`src/rtl/cpu_clk_monitor.sv`:
```
// cpu_clk_monitor: measures clk_in half-period in sysclk cycles, locks when in tolerance, flags short/long/stuck clocks.
// Optional min/max statistics are built when CLK_MON_STATS_EN is defined.
module cpu_clk_monitor #(
  parameter int CNT_W    = 8,
  parameter int EXP_HALF = 3,
  parameter int TOL      = 1,
  parameter int LOCK_CNT = 4,
  parameter int TIMEOUT  = 16
) (
  input  logic             sysclk,
  input  logic             reset,
  input  logic             clk_in,
  input  logic             en,
  output logic [CNT_W-1:0] half_period,
  output logic             meas_valid,
  output logic             locked,
  output logic             fault,
  output logic [1:0]       fault_code,
  output logic [15:0]      edge_cnt,
  output logic [CNT_W-1:0] min_half,
  output logic [CNT_W-1:0] max_half
);
  localparam int GW = $clog2(LOCK_CNT + 1);
  typedef enum logic [2:0] {IDLE, ACQUIRE, TRACK, LOCKED, FAULT} state_t;
  state_t state;
  logic s1, s2, s3, edge_q, publish, timeout, too_short, too_long;
  logic [CNT_W-1:0] run_cnt, meas;
  logic [CNT_W:0] run_nxt;
  logic [GW-1:0] good_cnt;
  assign run_nxt   = {1'b0, run_cnt} + 1'b1;
  assign meas      = &run_cnt ? run_cnt : run_nxt[CNT_W-1:0];
  assign timeout   = int'(run_nxt) >= TIMEOUT;
  assign too_short = int'(meas) < EXP_HALF - TOL;
  assign too_long  = int'(meas) > EXP_HALF + TOL;
  assign publish   = edge_q && en && (state == TRACK || state == LOCKED || state == FAULT);
  // edge_q adds one stage so a measurement appears three cycles after clk_in is first sampled
  always_ff @(posedge sysclk or posedge reset) begin
    if (reset) begin
      s1          <= 1'b0;
      s2          <= 1'b0;
      s3          <= 1'b0;
      edge_q      <= 1'b0;
      run_cnt     <= '0;
      state       <= IDLE;
      half_period <= '0;
      meas_valid  <= 1'b0;
      locked      <= 1'b0;
      fault       <= 1'b0;
      fault_code  <= 2'b00;
      edge_cnt    <= '0;
      good_cnt    <= '0;
    end else begin
      s1         <= clk_in;
      s2         <= s1;
      s3         <= s2;
      edge_q     <= s2 ^ s3;
      meas_valid <= publish;
      run_cnt    <= (edge_q || state == IDLE) ? '0 : meas;
      if (publish) half_period <= meas;
      if (edge_q && en && state != IDLE) edge_cnt <= edge_cnt + 16'd1;
      if (!en) begin
        state      <= IDLE;
        locked     <= 1'b0;
        fault      <= 1'b0;
        fault_code <= 2'b00;
        good_cnt   <= '0;
      end else begin
        case (state)
          IDLE: begin
            state    <= ACQUIRE;
            edge_cnt <= '0;
          end
          ACQUIRE: begin
            if (edge_q) state <= TRACK;
            else if (timeout) begin
              state      <= FAULT;
              fault      <= 1'b1;
              fault_code <= 2'b11;
            end
          end
          TRACK, LOCKED: begin
            if (edge_q) begin
              if (too_short || too_long) begin
                state      <= FAULT;
                fault      <= 1'b1;
                locked     <= 1'b0;
                fault_code <= too_short ? 2'b01 : 2'b10;
              end else if (state == TRACK) begin
                good_cnt <= good_cnt + 1'b1;
                if (good_cnt == GW'(LOCK_CNT - 1)) begin
                  state  <= LOCKED;
                  locked <= 1'b1;
                end
              end
            end else if (timeout) begin
              state      <= FAULT;
              fault      <= 1'b1;
              locked     <= 1'b0;
              fault_code <= 2'b11;
            end
          end
          FAULT: state <= FAULT;
          default: state <= IDLE;
        endcase
      end
    end
  end
`ifdef CLK_MON_STATS_EN
  always_ff @(posedge sysclk or posedge reset) begin
    if (reset) begin
      min_half <= '1;
      max_half <= '0;
    end else if (en && state == IDLE) begin
      min_half <= '1;
      max_half <= '0;
    end else if (publish) begin
      min_half <= meas < min_half ? meas : min_half;
      max_half <= meas > max_half ? meas : max_half;
    end
  end
`else
  assign min_half = '0;
  assign max_half = '0;
`endif
endmodule

```
`config.mk`:
```
export PLATFORM = sky130hd
export DESIGN_NAME = cpu_clk_monitor
export DESIGN_NICKNAME = d
export VERILOG_FILES = /design/src/rtl/cpu_clk_monitor.sv
export SDC_FILE = /design/constraint.sdc
export NUM_CORES = 1
export LEC_CHECK = 0
export ABC_AREA = 1
export CORE_MARGIN = 2
export CORE_UTILIZATION = 25
export CTS_CLUSTER_DIAMETER = 150
export DETAILED_ROUTE_END_ITERATION = 16
export PLACE_DENSITY = 0.56
export SLEW_MARGIN = 20
export SYNTH_ARGS = -nofsm -noshare
export SYNTH_HDL_FRONTEND = slang
export SYNTH_SLANG_ARGS = --single-unit
```
`constraint.sdc`:
```
create_clock -name sysclk -period 3.55 [get_ports sysclk]
set_clock_uncertainty 0.1 [all_clocks]
set_input_delay 0.5325 -clock sysclk [delete_from_list [all_inputs] [get_ports sysclk]]
set_output_delay 0.5325 -clock sysclk [all_outputs]
set_load 0.1 [all_outputs]
```
==> metrics.md, run 1 <==
| Metric | Value |
|---|---|
| Status | `finished clean` |
| CP startpoint | `edge_cnt[7]` |
| Post-DP HPWL | `4.30 mm` |
| Vias per Instance | `4.29` |
| Area contributors post-synth | `dfrtp_1 (42%), nand2_1 (7.9%), inv_1 (5.6%)` |
| Routed wl met2 | `2.62 mm` |
| DR vias | `2210` |
| Die area | `12100 sq um` |
| Comb power frac | `43.2%` |
| Largest net degree at the start of global routing | `48` |
| Worst-margin pin slew | `0.996 ns` |
| Max_cap viols | `0` |
| Setup bufs post-CTS | `0` |
| RSZ-0062 raised after global routing | `no` |
| Clk slew on worst S/H paths | `0.10 ns` |
| Fin Setup TNS | `0 ns` |
| Most common cell after layout, fill and taps aside | `nand2_1` |
| First-pass GRT wire length | `9.94 mm` |
| CTS max path bufs | `2` |
| Diode count | `0` |
| Worst path arrival time | `1.96 ns` |
| Most used DFF post-synth | `dfrtp_1` |
| Rows | `38` |
| Chip width | `110 um` |
| CP Class | `reg -> out` |
| Max incr delay on CP | `1.18 ns` |
| Area leader, netlist | `dfrtp_1` |
| Number of global-route vias before repair | `2140` |
| Setup violators final | `0` |
| Top delay family on crit path | `buffers and inverters` |
| Post-Place Cell Area | `3220 sq um` |
| H-tree depth | `2` |
| Total Wirelength | `5.79 mm` |
| Most frequent cells in the layout | `nand2_1 (59), dfrtp_1 (47), inv_1 (41)` |
| Clk root buf | `clkbuf_8` |
| Period Utilization, post-route | `73.1%` |
| Total grt overflow | `0` |
| Min Tclk post-route | `2.59 ns` |
| HP Start | `s1` |
| Wirelength per Cell | `11.2 um` |
| GRT Resource Usage Total | `10.3%` |
| Top Ports | `49` |
| Sw Ratio | `47.7%` |
| Cell count after synthesis | `338` |
| Sequential fraction of the synthesis area | `42.0%` |
| CTS Hold Buffers Added | `0` |
| Hold Path Class | `reg -> reg` |
| Clk Latency, worst-skew pair | `0.30 ns` |
| Layout Nets | `383` |
| Synth warn | `0` |
| Core box area | `10900 sq um` |
| Placer Congestion | `0.836` |
| Layout cells sized above 1 | `15.7%` |
| Net switching power | `0.000829 W` |
| Port Buffers | `32` |
| CP Data Required Time | `2.92 ns` |
| Slew margin rel. | `33.4%` |
| Max FO, Critical Path | `5` |
| CTS tree | `done` |
| Die Ht | `110 um` |
| Number of enable flip-flop cells after synthesis | `0` |
| Cell Area, Synth | `2800 sq um` |
| Total iterations of the first detailed-routing run | `4` |
| Peak Freq | `386 MHz` |
| DRT iter0 DRCs | `94` |
| Yosys top cell area share | `42.0%` |
| Cell Chain, Critical Path | `clkdlybuf4s50_1` |
| Leakage power | `1.53 nW` |
| Maximum VDD drop | `518 uV` |
| Sequential share of power | `36.8%` |
| Int Pwr | `0.000909 W` |
| Post_cts resized | `0` |
| Initial Util | `25.7%` |
| Startpoint Class | `flop` |
| Top routing layer used | `met4` |
| Final Hold Vio Count | `0` |
| Post-route ant nets | `0` |
| Highest-delay cell along the critical path | `clkdlybuf4s50_1` |
| Post-Syn Area per Cell | `8.29 sq um` |
| P per Cell Area | `524 nW/um^2` |
| Clock power frac | `20.0%` |
| Antenna violations before repair | `0` |
| Nature of the critical path endpoint | `output port` |
| Cell variety after synth | `32` |
| Met3 Wirelength | `339 um` |
| Layout area overhead | `18.3%` |
| Post-route cell area | `3320 sq um` |
| RR Startpoint | `run_cnt[0]` |
| Yosys reg bits | `47` |
| Routed length on met1 | `2.77 mm` |
| CTS Buf Count | `5` |
| WP buf/inv | `1` |
| DRC violations left | `0` |
| Fraction of registers with async set/reset | `100%` |
| Max-slew violations | `0` |
| # clock sinks | `47` |
cell type report:
cell class	instances	area, sq um
multi-input combinational	239	1360
timing repair buffer	33	328
sequential	47	1180
tap	140	175
clock buffer	7	86.3
fill	1171	7570
inverter	48	181
clock inverter	1	8.76
cells in the mapped netlist (6+ instances only):
| cell type | n |
|---|---|
| nor2_4 | 12 |
| buf_4 | 17 |
| nand2_2 | 13 |
| inv_2 | 6 |
| a31oi_1 | 6 |
| nand2_1 | 59 |
| nand4_1 | 7 |
| dfrtp_1 | 47 |
| nor2_2 | 7 |
| o21ai_0 | 13 |
| inv_1 | 42 |
| nand3_1 | 20 |
| xor2_1 | 10 |
| nor2_1 | 34 |
| nor3_1 | 7 |
path summary, 6_finish.rpt:
check | endpoint | slack, ns | cells past startpoint
setup / recovery | edge_cnt[7] | 0.96 | 1
setup reg to reg | state[2] | 0.97 | 15
max in group asynchronous | fault | 2.27 | 2
min in group asynchronous | s1 | 0.59 | 2
hold reg to reg | s2 | 0.26 | 0
hold / removal | s2 | 0.26 | 0
cell families (layout without fill, tap and decap cells):
group / count (synthesis) / count (layout) / share of synthesized area [%]
AND/OR/NAND/NOR: 171 / 171 / 33.0
buffers and inverters: 67 / 89 / 11.5
flip-flops: 47 / 47 / 42.0
AO/OA/AOI/OAI: 33 / 33 / 6.74
XOR/XNOR: 14 / 14 / 4.37
adder cells (fa/ha/maj): 5 / 5 / 2.23
other: 1 / 16 / 0.134
metal layers:
metal / GRT usage [%] / vias up
li1: - / 1106
met1: 14.0 / 1025
met2: 16.2 / 71
met3: 2.49 / 8
met4: 2.89 / 0
met5: 0 / -
registers in the layout, summed over array words and instances, names as in the netlist, 2 cells and up:
name         cells
state            3
half_period      8
run_cnt          8
edge_cnt        16
fault_code       2
good_cnt         3
stage by stage:
| stage | cells | worst slack [ns] | power (W) | util, % | hold WS [ns] |
|---|---|---|---|---|---|
| floorplan | 353 | 1.19 | 0.00126 | - | 0.231 |
| CTS | 515 | 0.943 | 0.00176 | 30.4 | 0.265 |
| detailed placement | 507 | 0.842 | 0.00141 | 29.6 | 0.243 |
| global placement | 507 | 0.914 | 0.00140 | 29.6 | 0.238 |
| global route | 515 | 0.697 | 0.00183 | 30.5 | 0.284 |
| finish | 515 | 0.956 | 0.00174 | 30.5 | 0.261 |
power groups by stage:
stage               Combinational, W  Clock [W]  Sequential [W]
global placement            0.000754          0        0.000651
floorplan                   0.000272          0        0.000990
detailed placement          0.000755          0        0.000651
finish                      0.000751   0.000349        0.000639
global route                0.000797   0.000384        0.000648
CTS                         0.000756   0.000362        0.000641
Power figures use the tool's default switching activity.
==> run 2, diff against run 1 <==
==> constraint.sdc (replaced) <==
create_clock -name sysclk -period 2.7 [get_ports sysclk]
set_clock_uncertainty 0.1 [all_clocks]
set_input_delay 0.405 -clock sysclk [delete_from_list [all_inputs] [get_ports sysclk]]
set_output_delay 0.405 -clock sysclk [all_outputs]
set_load 0.1 [all_outputs]
==> run 2 against run 1 <==
Effect of this change: combinational power grew 28%; first-iteration DRC count is 45% lower; sequential cell count is the same; cell count grew 0.78%; largest cell class unchanged; largest power group unchanged; core utilization is essentially flat.
==> metrics.md, run 2 (synthesis gave the netlist of run 1 again) <==
| Metric | Value |
|---|---|
| Max_cap viols | `0` |
| Top delay family on crit path | `simple AND/OR/NAND/NOR gates` |
| Layout area overhead | `18.2%` |
| WP buf/inv | `4` |
| Number of global-route vias before repair | `2140` |
| Post-DP HPWL | `4.47 mm` |
| CTS Buf Count | `5` |
| Antenna violations before repair | `0` |
| Comb power frac | `39.7%` |
| Chip width | `110 um` |
| Placed cell count | `511` |
| Hold slack | `0.260 ns` |
| Max FO, Critical Path | `8` |
| Top reg by flops | `edge_cnt` |
| Nature of the critical path endpoint | `flop` |
| CTS max path bufs | `2` |
| Period Utilization, post-route | `83.2%` |
| Status | `finished clean` |
| Max incr delay on CP | `0.43 ns` |
| Finished Core Util | `30.4%` |
| Peak Freq | `445 MHz` |
| CP Class | `reg -> reg` |
| Setup violators final | `0` |
| Vias per Instance | `4.15` |
| Hold Path Class | `reg -> reg` |
| Die area | `12100 sq um` |
| Clk slew on worst S/H paths | `0.09 ns` |
| Setup bufs post-CTS | `0` |
| # clock sinks | `47` |
| Total grt overflow | `0` |
| Wirelength per Cell | `11.2 um` |
| First-pass GRT wire length | `10.1 mm` |
| Port Buffers | `32` |
| Int Pwr | `0.00134 W` |
| Max reg flops | `16` |
| Startpoint Class | `flop` |
| Total Wirelength | `5.80 mm` |
| Post-route cell area | `3310 sq um` |
| Slew margin rel. | `59.3%` |
| H-tree depth | `2` |
| CP Data Required Time | `2.80 ns` |
| GRT Resource Usage Total | `10.6%` |
| Largest net degree at the start of global routing | `48` |
| Most common cell after layout, fill and taps aside | `nand2_1` |
| P per Cell Area | `733 nW/um^2` |
| Cell Chain, Critical Path | `ha_1 -> nand2_1 -> nor2_2 -> nand2_1 -> buf_4 -> nand2_4 -> nand2_4 -> inv_1 -> nand2_1 -> nand2_1 -> nor2_2 -> inv_2 -> nand2_1 -> nand3_1 -> nand2_1 -> inv_1` |
| Post_cts resized | `0` |
| DRT iter0 DRCs | `52` |
| Clock power frac | `25.6%` |
| Most frequent cells in the layout | `nand2_1 (59), dfrtp_1 (47), inv_1 (41)` |
| Max-slew violations | `0` |
| Post-Place Cell Area | `3180 sq um` |
| Placer Congestion | `0.828` |
| Final Hold Vio Count | `0` |
| Largest registers | `edge_cnt (16), half_period (8), run_cnt (8)` |
| Sequential share of power | `34.8%` |
| Die Ht | `110 um` |
| Worst-margin pin slew | `0.610 ns` |
| Fin Setup TNS | `0 ns` |
| Post-route ant nets | `0` |
| CTS tree | `done` |
| Clk Latency, worst-skew pair | `0.31 ns` |
| Core box area | `10900 sq um` |
| Net switching power | `0.00109 W` |
| Sw Ratio | `45.0%` |
| Min Tclk post-route | `2.25 ns` |
| RSZ-0062 raised after global routing | `no` |
| Layout cells sized above 1 | `24.5%` |
| Leakage power | `1.62 nW` |
| Highest-delay cell along the critical path | `dfrtp_1` |
| Diode count | `0` |
| DR vias | `2154` |
| Maximum VDD drop | `862 uV` |
| Clk root buf | `clkbuf_8` |
| Initial Util | `25.7%` |
| DRC violations left | `0` |
| Most frequent CP cell | `nand2_1` |
| Fin cells | `519` |
| Top Ports | `49` |
| Total iterations of the first detailed-routing run | `4` |
| Layout Nets | `387` |
| Worst path arrival time | `2.35 ns` |
| CTS Hold Buffers Added | `0` |
| Rows | `38` |
-- run 2: final cells by class --
cell class	count	area [sq um]
sequential	47	1180
clock buffer	5	68.8
tap	140	175
multi-input combinational	239	1360
fill	1163	7570
clock inverter	3	67.6
inverter	48	180
timing repair buffer	37	285
-- run 2: stage by stage --
step	total power, W	setup WS, ns
final	0.00243	0.453
after global routing	0.00256	0.223
after detailed placement	0.00184	0.394
after floorplan	0.00166	0.338
after global placement	0.00183	0.381
after CTS	0.00247	0.456
-- run 2: worst paths after layout --
path	start	cells after the start	endpoint	slack, ns
max reg2reg	run_cnt[0]	16	state[2]	0.45
max in group asynchronous	reset	3	run_cnt[7]	1.61
min reg2reg	s1	0	s2	0.26
max	run_cnt[0]	16	state[2]	0.45
min in group asynchronous	reset	3	edge_cnt[15]	0.46
min	s1	0	s2	0.26
-- run 2: power by group through the flow --
stage / Sequential (W) / Clock, W / Combinational [W]
floorplan: 0.00130 / 0 / 0.000358
global placement: 0.000858 / 0 / 0.000968
detailed placement: 0.000861 / 0 / 0.000974
CTS: 0.000848 / 0.000649 / 0.000974
global route: 0.000858 / 0.000677 / 0.00102
finish: 0.000845 / 0.000621 / 0.000964
-- run 2: per-layer routing --
| layer | GRT usage [%] | wire length, um | part of all wire [%] | vias up |
|---|---|---|---|---|
| li1 | - | - | - | 1118 |
| met1 | 13.8 | 2790 | 48 | 983 |
| met2 | 17.9 | 2720 | 47 | 48 |
| met3 | 2.31 | 244 | 4.2 | 5 |
| met4 | 2.62 | 43 | 0.74 | 0 |
| met5 | 0 | 0 | 0 | - |
==> run 3, diff against run 2 <==
--- a/config.mk
+++ b/config.mk
@@ -10,7 +10,7 @@
 export CORE_UTILIZATION = 25
 export CTS_CLUSTER_DIAMETER = 150
 export DETAILED_ROUTE_END_ITERATION = 16
-export PLACE_DENSITY = 0.56
+export PLACE_DENSITY = 0.57
 export SLEW_MARGIN = 20
 export SYNTH_ARGS = -nofsm -noshare
 export SYNTH_HDL_FRONTEND = slang
==> constraint.sdc (replaced) <==
create_clock -name sysclk -period 1.9 [get_ports sysclk]
set_clock_uncertainty 0.1 [all_clocks]
set_input_delay 0.285 -clock sysclk [delete_from_list [all_inputs] [get_ports sysclk]]
set_output_delay 0.285 -clock sysclk [all_outputs]
set_load 0.1 [all_outputs]
==> run 3 against run 2 <==
Effect of this change: the flow now finishes with violations (setup timing); core utilization grew 6.9 points; via count grew 8.7%; register-to-register slack worse by 0.50 ns; cell area up 23%; worst hold slack worse by 0.10 ns; sequential share of layout area down 5.9 points; clock-buffer cell count is 1 higher; clock power up 0.6%; non-clock buffer count grew 38; sequential cell count unchanged.
==> metrics.md, run 3 (synthesis gave the netlist of run 1 again) <==
| Metric | Value |
|---|---|
| Status | `finished, violations left` |
| Failing checks | `setup timing` |
| Clk root buf | `clkbuf_8` |
| Max_cap viols | `0` |
| Finished Core Util | `37.4%` |
| Post-Place Cell Area | `3830 sq um` |
| Sequential cell area | `1200 sq um` |
| Placer Congestion | `0.823` |
| P per Cell Area | `881 nW/um^2` |
| Largest net degree at the start of global routing | `18` |
| Port Buffers | `32` |
| Core box area | `10900 sq um` |
| Min Tclk post-route | `1.95 ns` |
| Most common cell after layout, fill and taps aside | `nand2_1` |
| Largest registers | `edge_cnt (16), half_period (8), run_cnt (8)` |
| WP buf/inv | `3` |
| CP Class | `reg -> reg` |
| Startpoint Class | `flop` |
| Final setup margin | `-0.0504 ns` |
| DRT iter0 DRCs | `83` |
| Max incr delay on CP | `0.41 ns` |
| DR vias | `2342` |
| Hold Path Class | `in -> async` |
| Diode count | `0` |
| Fill count | `1092` |
| Post-route cell area | `4070 sq um` |
| Die Ht | `110 um` |
| Setup violators final | `7` |
| Final Hold Vio Count | `0` |
| Rows | `38` |
| Fin Setup TNS | `-0.134 ns` |
| Number of global-route vias before repair | `2288` |
| Wirelength per Cell | `10.9 um` |
| CTS max path bufs | `2` |
| Clk slew on worst S/H paths | `0.10 ns` |
| Max-slew violations | `0` |
| Max reg flops | `16` |
| Initial Util | `25.7%` |
| Worst path arrival time | `2.05 ns` |
| DRC violations left | `0` |
| CP Data Required Time | `2.00 ns` |
| Layout area overhead | `45.2%` |
| Total iterations of the first detailed-routing run | `4` |
| Clk Latency, worst-skew pair | `0.31 ns` |
| First-pass GRT wire length | `10.5 mm` |
| RSZ-0062 raised after global routing | `yes` |
| Max FO, Critical Path | `4` |
| Period Utilization, post-route | `103%` |
| CTS tree | `done` |
| CTS Buf Count | `5` |
| Most frequent CP cell | `nand2_4` |
| Layout cells sized above 1 | `39.1%` |
| Leakage power | `1.89 nW` |
| Chip width | `110 um` |
| Most frequent cells in the layout | `nand2_1 (46), buf_4 (40), inv_1 (38)` |
| Peak Freq | `513 MHz` |
| Highest-delay cell along the critical path | `dfrtp_1` |
| Total grt overflow | `0` |
| Top delay family on crit path | `simple AND/OR/NAND/NOR gates` |
| Post-DP HPWL | `4.66 mm` |
| H-tree depth | `2` |
| Maximum VDD drop | `1040 uV` |
| Vias per Instance | `4.20` |
| Layout Nets | `425` |
| # clock sinks | `47` |
| Antenna violations before repair | `0` |
| Top Ports | `49` |
| Nature of the critical path endpoint | `flop` |
| Post-route ant nets | `0` |
| GRT Resource Usage Total | `10.9%` |
| Cell Chain, Critical Path | `ha_4 -> nand2_4 -> nor2_4 -> nand2_4 -> buf_6 -> nand2_4 -> nand2_4 -> nor2_4 -> a21oi_2 -> nor2_4 -> inv_2 -> nand2_1 -> nand3_1 -> nand2_1 -> inv_1` |
| Top reg by flops | `edge_cnt` |
| Total Wirelength | `6.09 mm` |
| Area of the multi-input gates | `1480 sq um` |
| Die area | `12100 sq um` |
run 3: cell count changes in the layout (fill, tap and decap cells not counted), sizes merged:
cell and delta:
inv +1, bufinv -2, clkbuf +1, buf +38
run 3: layout make-up:
class	count	area share (%)
Clock inverter	2	0.400
Multi-Input combinational cell	239	36.3
Tap cell	140	4.31
Timing Repair Buffer	75	23.2
Sequential cell	47	29.6
Clock buffer	6	1.78
Inverter	48	4.43
run 3: metrics by stage:
stage / instances / setup WS (ns) / total power (W) / hold WS [ns]
2_1_floorplan: 353 / 0.0224 / 0.00238 / 0.216
3_3_place_gp: 544 / -0.212 / 0.00294 / 0.244
3_5_place_dp: 544 / -0.218 / 0.00296 / 0.236
4_1_cts: 554 / -0.0270 / 0.00361 / 0.164
5_1_grt: 557 / -0.198 / 0.00376 / 0.186
6_report: 557 / -0.0504 / 0.00359 / 0.156
run 3: metal layers:
| metal | up-vias | track usage (%) | wire length (um) |
|---|---|---|---|
| met1 | 1102 | 15.5 | 3060 |
| li1 | 1188 | - | - |
| met4 | 0 | 2.98 | 64 |
| met2 | 45 | 16.6 | 2680 |
| met5 | - | 0 | 0 |
| met3 | 7 | 2.55 | 284 |
run 3: what timing repair did:
item | CTS | global route
resized for setup | 14 | 19
hold buffers | 0 | 0
setup buffers | 2 | 3
pin swaps | 6 | 4
setup endpoints to repair | 10 | 10
run 3: power by group:
part	internal, W	total (W)	switching (W)
registers	0.00112	0.00126	0.000138
clock network	0.000265	0.000625	0.000360
logic	0.000557	0.00170	0.00115
total	0.00194	0.00359	0.00165
run 3: final timing paths:
kind / from / depth (start not counted) / endpoint / slack (ns)
setup / recovery: run_cnt[1] / 15 / state[2] / -0.05
setup reg to reg: run_cnt[1] / 15 / state[2] / -0.05
max in group asynchronous: reset / 3 / run_cnt[2] / 0.96
min in group sysclk: s1 / 0 / s2 / 0.26
hold reg to reg: s1 / 0 / s2 / 0.26
hold / removal: reset / 2 / edge_cnt[11] / 0.16
==> RTL change 1 (config.mk and constraints of run 2) <==
The option `CLK_MON_STATS_EN` is turned on by a define.
--- a/src/rtl/cpu_clk_monitor.sv
+++ b/src/rtl/cpu_clk_monitor.sv
@@ -1,5 +1,7 @@
 // cpu_clk_monitor: measures clk_in half-period in sysclk cycles, locks when in tolerance, flags short/long/stuck clocks.
 // Optional min/max statistics are built when CLK_MON_STATS_EN is defined.
+`define CLK_MON_STATS_EN
+
 module cpu_clk_monitor #(
   parameter int CNT_W    = 8,
   parameter int EXP_HALF = 3,
Check against the original RTL: not equivalent (a bounded check fails within 4 cycles, from zero or initial values and one cycle with reset high).
==> RTL change 1 against run 2 <==
Routed wire length is 60% higher. Combinational power rose by 37%. Synthesized area grew 33%. Total power is 47% higher. Core utilization rose by 2.2 points. Non-clock buffer count increased by 25. Setup slack worse by 0.30 ns. Sequential cell count rose by 16. Design area is 43% higher. Critical path type unchanged. Largest cell class unchanged.
==> RTL change 1: results (changes against run 2) <==
Worst setup path
  – R2r setup slk: 0.16 ns (-0.30 ns)
  – Slowest CP cell: dfrtp_2
  – RR Endpoint: max_half[0]
  – Cells on worst reg2reg path: 20 (+4)
  – CP Data Arrival Time: 2.66 ns (+0.31 ns)

Placement
  – Port bufs: 48 (+50%)
  – Pre-CTS setup slack: 0.0525 ns (-0.341 ns)

Route
  – Final wirelength: 9270 µm (+60%)
  – DR iter-0 viols: 133 (+160%)
  – Routed length per instance: 12.8 µm (+15%)

GRT
  – Largest net degree at the start of global routing: 64 (+33%)
  – First-pass GRT wire length: 15300 µm (+52%)

Finish
  – Share of cells above drive strength 1: 26.8% (+2.2 points)
  – Fillcell total: 1501 (+29%)
  – Nets: 555 (+43%)

Clock tree
  – Max clock buf depth: 2 (unchanged)
  – Skew-Pair Late Insertion Delay: 0.33 ns (+0.02 ns)
  – Htree depth: 3 (+1)
  – CTS clk-pin slew, worst paths: 0.06 ns (-0.03 ns)

Synthesis
  – Library cells used by synthesis: 36 (+13%)
  – Top post-synthesis cells by count: 106 x nand2_1, 69 x inv_1, 55 x dfrtp_1, 48 x nand3_1, 38 x nor2_1
  – Sequential fraction of the synthesis area: 42.5% (+0.53 points)
  – Synth Area in Compound Gates: 6.47% (-0.27 points)
  – XOR/XNOR Fraction of Synth Area: 2.35% (-2.0 points)
  – Synth area leaders: dfrtp_1 37%, nand2_1 11%, inv_1 6.9%

Pwr
  – Sw frac: 43.5% (-1.5 points)
  – Worst VDD drop: 479 µV (-44%)

Outcome
  – Status: finished clean

Timing
  – Min Hold Slack: 0.255 ns (-0.00535 ns)
  – Max-slew headroom: 64.9% (+5.5 points)
[RTL change 1: cell count changes in the layout (fill, tap and decap cells not counted), sizes merged, moves of 13 or more]
cell,run 2,this run
nand2,76,125
ha,5,18
inv,48,80
buf,34,59
nand3,24,53
conb,16,0
[RTL change 1: worst max-delay path by stage]
stage | cells past startpoint | from | slack (ns) | to
finish | 20 | run_cnt[0] | 0.16 | max_half[0]
global route | 15 | run_cnt[0] | -0.04 | min_half[1]
CTS | 20 | run_cnt[0] | 0.03 | max_half[0]
detailed placement | 20 | run_cnt[0] | 0.05 | max_half[0]
global placement | 20 | run_cnt[0] | 0.13 | max_half[5]
floorplan | 20 | run_cnt[0] | 0.26 | max_half[7]
[RTL change 1: through the flow]
step	std cells	TNS [ns]
6_report	722	0
5_1_grt	722	-0.360
4_1_cts	714	0
3_5_place_dp	698	0
3_3_place_gp	698	0
2_1_floorplan	464	0
[RTL change 1: what timing repair did]
item / in CTS / in global routing
setup endpoints to repair: 0 / 16
gates resized for setup: 0 / 8
buffers inserted: 0 / 7
[RTL change 1: power by group through the flow]
stage / Clock (W) / Combinational, W / Sequential [W]
finish: 0.00110 / 0.00132 / 0.00116
global route: 0.00117 / 0.00141 / 0.00118
CTS: 0.00113 / 0.00128 / 0.00116
detailed placement: 0 / 0.00128 / 0.00118
global placement: 0 / 0.00127 / 0.00118
floorplan: 0 / 0.000430 / 0.00175
[RTL change 1: cell type report]
| cell class | count | area, µm² | share of cell area (%) |
|---|---|---|---|
| well taps | 184 | 230 | 4.84 |
| inverters | 77 | 289 | 6.08 |
| repair buffers | 62 | 485 | 10.2 |
| clock inverters | 7 | 56.3 | 1.18 |
| clock buffers | 9 | 225 | 4.74 |
| multi-input cells | 320 | 1880 | 39.5 |
| flip-flops and latches | 63 | 1590 | 33.4 |
[RTL change 1: metal layers]
| metal | routed length, µm | global-route usage (%) | up-vias |
|---|---|---|---|
| met5 | 0 | 0 | - |
| met4 | 135 | 4.33 | 0 |
| met3 | 384 | 2.68 | 12 |
| met2 | 4600 | 19.8 | 65 |
| met1 | 4150 | 14.7 | 1535 |
| li1 | - | - | 1614 |
[RTL change 1: cell families (layout without fill, tap and decap cells)]
group / Yosys count / in the layout
buf+inv: 82 / 155
flops: 63 / 63
xor+xnor: 10 / 10
fa+ha+maj: 18 / 18
compound gates: 42 / 42
simple gates: 249 / 250
==> RTL change 2 (config.mk and constraints of run 2) <==
Without the edit above. The 5 states of `state_t` get a one-hot encoding in 5 bits.
--- a/src/rtl/cpu_clk_monitor.sv
+++ b/src/rtl/cpu_clk_monitor.sv
@@ -21,7 +21,7 @@
   output logic [CNT_W-1:0] max_half
 );
   localparam int GW = $clog2(LOCK_CNT + 1);
-  typedef enum logic [2:0] {IDLE, ACQUIRE, TRACK, LOCKED, FAULT} state_t;
+  typedef enum logic [4:0] {IDLE = 5'b00001, ACQUIRE = 5'b00010, TRACK = 5'b00100, LOCKED = 5'b01000, FAULT = 5'b10000} state_t;
   state_t state;
   logic s1, s2, s3, edge_q, publish, timeout, too_short, too_long;
   logic [CNT_W-1:0] run_cnt, meas;
Behaviour: no difference found for any inputs over 10 cycles, from zero or initial values and one cycle with reset high; not proved beyond that.
==> RTL change 2 against run 2 <==
Synthesized cell count grew 3.8%. Routed wire length grew 5.6%. Sequential cell count grew 2. Sequential power shrank 1%. Design area grew 3.6%. Synthesized area grew 1.8%. Count of clock-buffer cells in the layout is the same. Via count grew 7.6%. Global-route usage is essentially flat. Total power shrank 5.6%. Setup slack lost 0.032 ns. Maximum frequency shrank 1.4%.
==> RTL change 2: results (changes against run 2) <==
Timing
  – Max frequency: 439 MHz (-1.4%)
  – Worst Max-Slew Pin Slew: 0.677 ns (+0.0664 ns)
  – Min Hold Slack: 0.252 ns (-0.00795 ns)

Synthesis
  – Dominant synthesized flop cell: dfrtp_1
  – Mean area per synthesized cell: 8.13 µm² (-1.9%)
  – Sequential fraction of the synthesis area: 43.0% (+1.0 points)
  – Synth area leaders: dfrtp_1 42%, nand2_1 8.2%, nor2_1 6.3%
  – Library cells used by synthesis: 34 (+6.3%)
  – Top post-synthesis cells by count: 62 x nand2_1, 48 x dfrtp_1, 48 x nor2_1, 39 x inv_1, 24 x nand3_1

Worst setup path
  – R2r setup slk: 0.42 ns (-0.03 ns)
  – Critical path fanouts, max: 11 (+3)
  – Setup crit start: run_cnt[1]
  – Cells on worst reg2reg path: 13 (-3)
  – Crit path capture: state[3]
  – Crit-path max cell delay: 0.43 ns (about the same)

GRT
  – Number of global-route vias before repair: 2267 (+5.9%)
  – Initial antenna violation count: 0 (unchanged)
  – Gr usage total: 10.6% (+0.016 points)
  – First-pass GRT wire length: 10700 µm (+5.5%)
  – Largest net degree at the start of global routing: 32 (-33%)

Route
  – Final wirelength: 6120 µm (+5.6%)
  – Routed length per instance: 11.4 µm (+2.2%)
  – DR iter-0 viols: 91 (+75%)
  – Vias per inst: 4.32 (+4.2%)

Finish
  – Share of cells above drive strength 1: 21.4% (-3.2 points)
  – Nets: 401 (+3.6%)
  – Fillcell total: 1180 (+1.5%)

Placement
  – Placed instance count: 528 (+3.3%)
  – Pre-CTS setup slack: 0.402 ns (+0.00764 ns)
  – RePlAce Congestion: 0.815 (-1.5%)
  – DP Area: 3240 µm² (+1.9%)
  – Detailed placer's ending HPWL: 4660 µm (+4.2%)

Outcome
  – Status: finished clean

Hold path
  – Min-Delay Path Class: flip-flop to flip-flop

Pwr
  – Int Power: 0.00145 W (+8.7%)
  – Worst VDD drop: 279 µV (-68%)
  – Lkg Pwr: 1.69 nW (+4.6%)

Clock tree
  – CTS root buf: clkbuf_16
  – # resized after CTS: 0 (unchanged)
  – CTS clk-pin slew, worst paths: 0.07 ns (-0.02 ns)
  – Skew-Pair Late Insertion Delay: 0.29 ns (-0.02 ns)
RTL change 2: cell count changes after synthesis, moves of 3 or more:
cell,change
inv_2,-5
nor2_1,+14
a21oi_1,+4
nand2_2,+3
nand2_1,+3
nand3_1,+4
nor2_2,-5
inv_1,-3
o22ai_1,+3
RTL change 2: routing by layer:
layer	global-route usage, %	vias to the layer above	routed length (µm)
met5	0	-	0
met4	4.00	0	106
met3	3.34	7	326
met2	16.2	53	2660
met1	14.2	1080	3030
li1	-	1178	-
RTL change 2: cell families after synthesis:
group	Yosys count	synth area share [%]
adder cells (fa/ha/maj)	5	2.19
buffers and inverters	61	10.7
flip-flops	49	43.0
other	1	0.131
AND/OR/NAND/NOR	185	32.7
AO/OA/AOI/OAI	36	6.97
XOR/XNOR	14	4.30
RTL change 2: cell type report:
type | instances | area [µm²] | share of cell area, %
tap | 143 | 179 | 5.21
timing repair buffer | 39 | 300 | 8.75
inverter | 41 | 154 | 4.48
sequential | 49 | 1230 | 35.8
clock inverter | 3 | 68.8 | 2.01
clock buffer | 5 | 125 | 3.65
multi-input combinational | 256 | 1380 | 40.1
RTL change 2: worst reg2reg max path: stages (launching register included):
cell and delay [ns]:
dfrtp_1 0.43, ha_1 0.27, nand2_2 0.13, nor2_4 0.05, nand2_2 0.22, nand2_1 0.17, nor2_4 0.14, nand2_2 0.12
nor2_4 0.15, nand2_4 0.08, nor2_4 0.09, nand3_2 0.08, nand3_1 0.08, nand2_1 0.05
RTL change 2: power by group through the flow:
stage	clock, W	combinational, W	sequential [W]
floorplan	0	0.000310	0.00107
global placement	0	0.000634	0.000847
detailed placement	0	0.000640	0.000847
CTS	0.000854	0.000640	0.000833
global route	0.000885	0.000676	0.000840
finish	0.000825	0.000635	0.000833
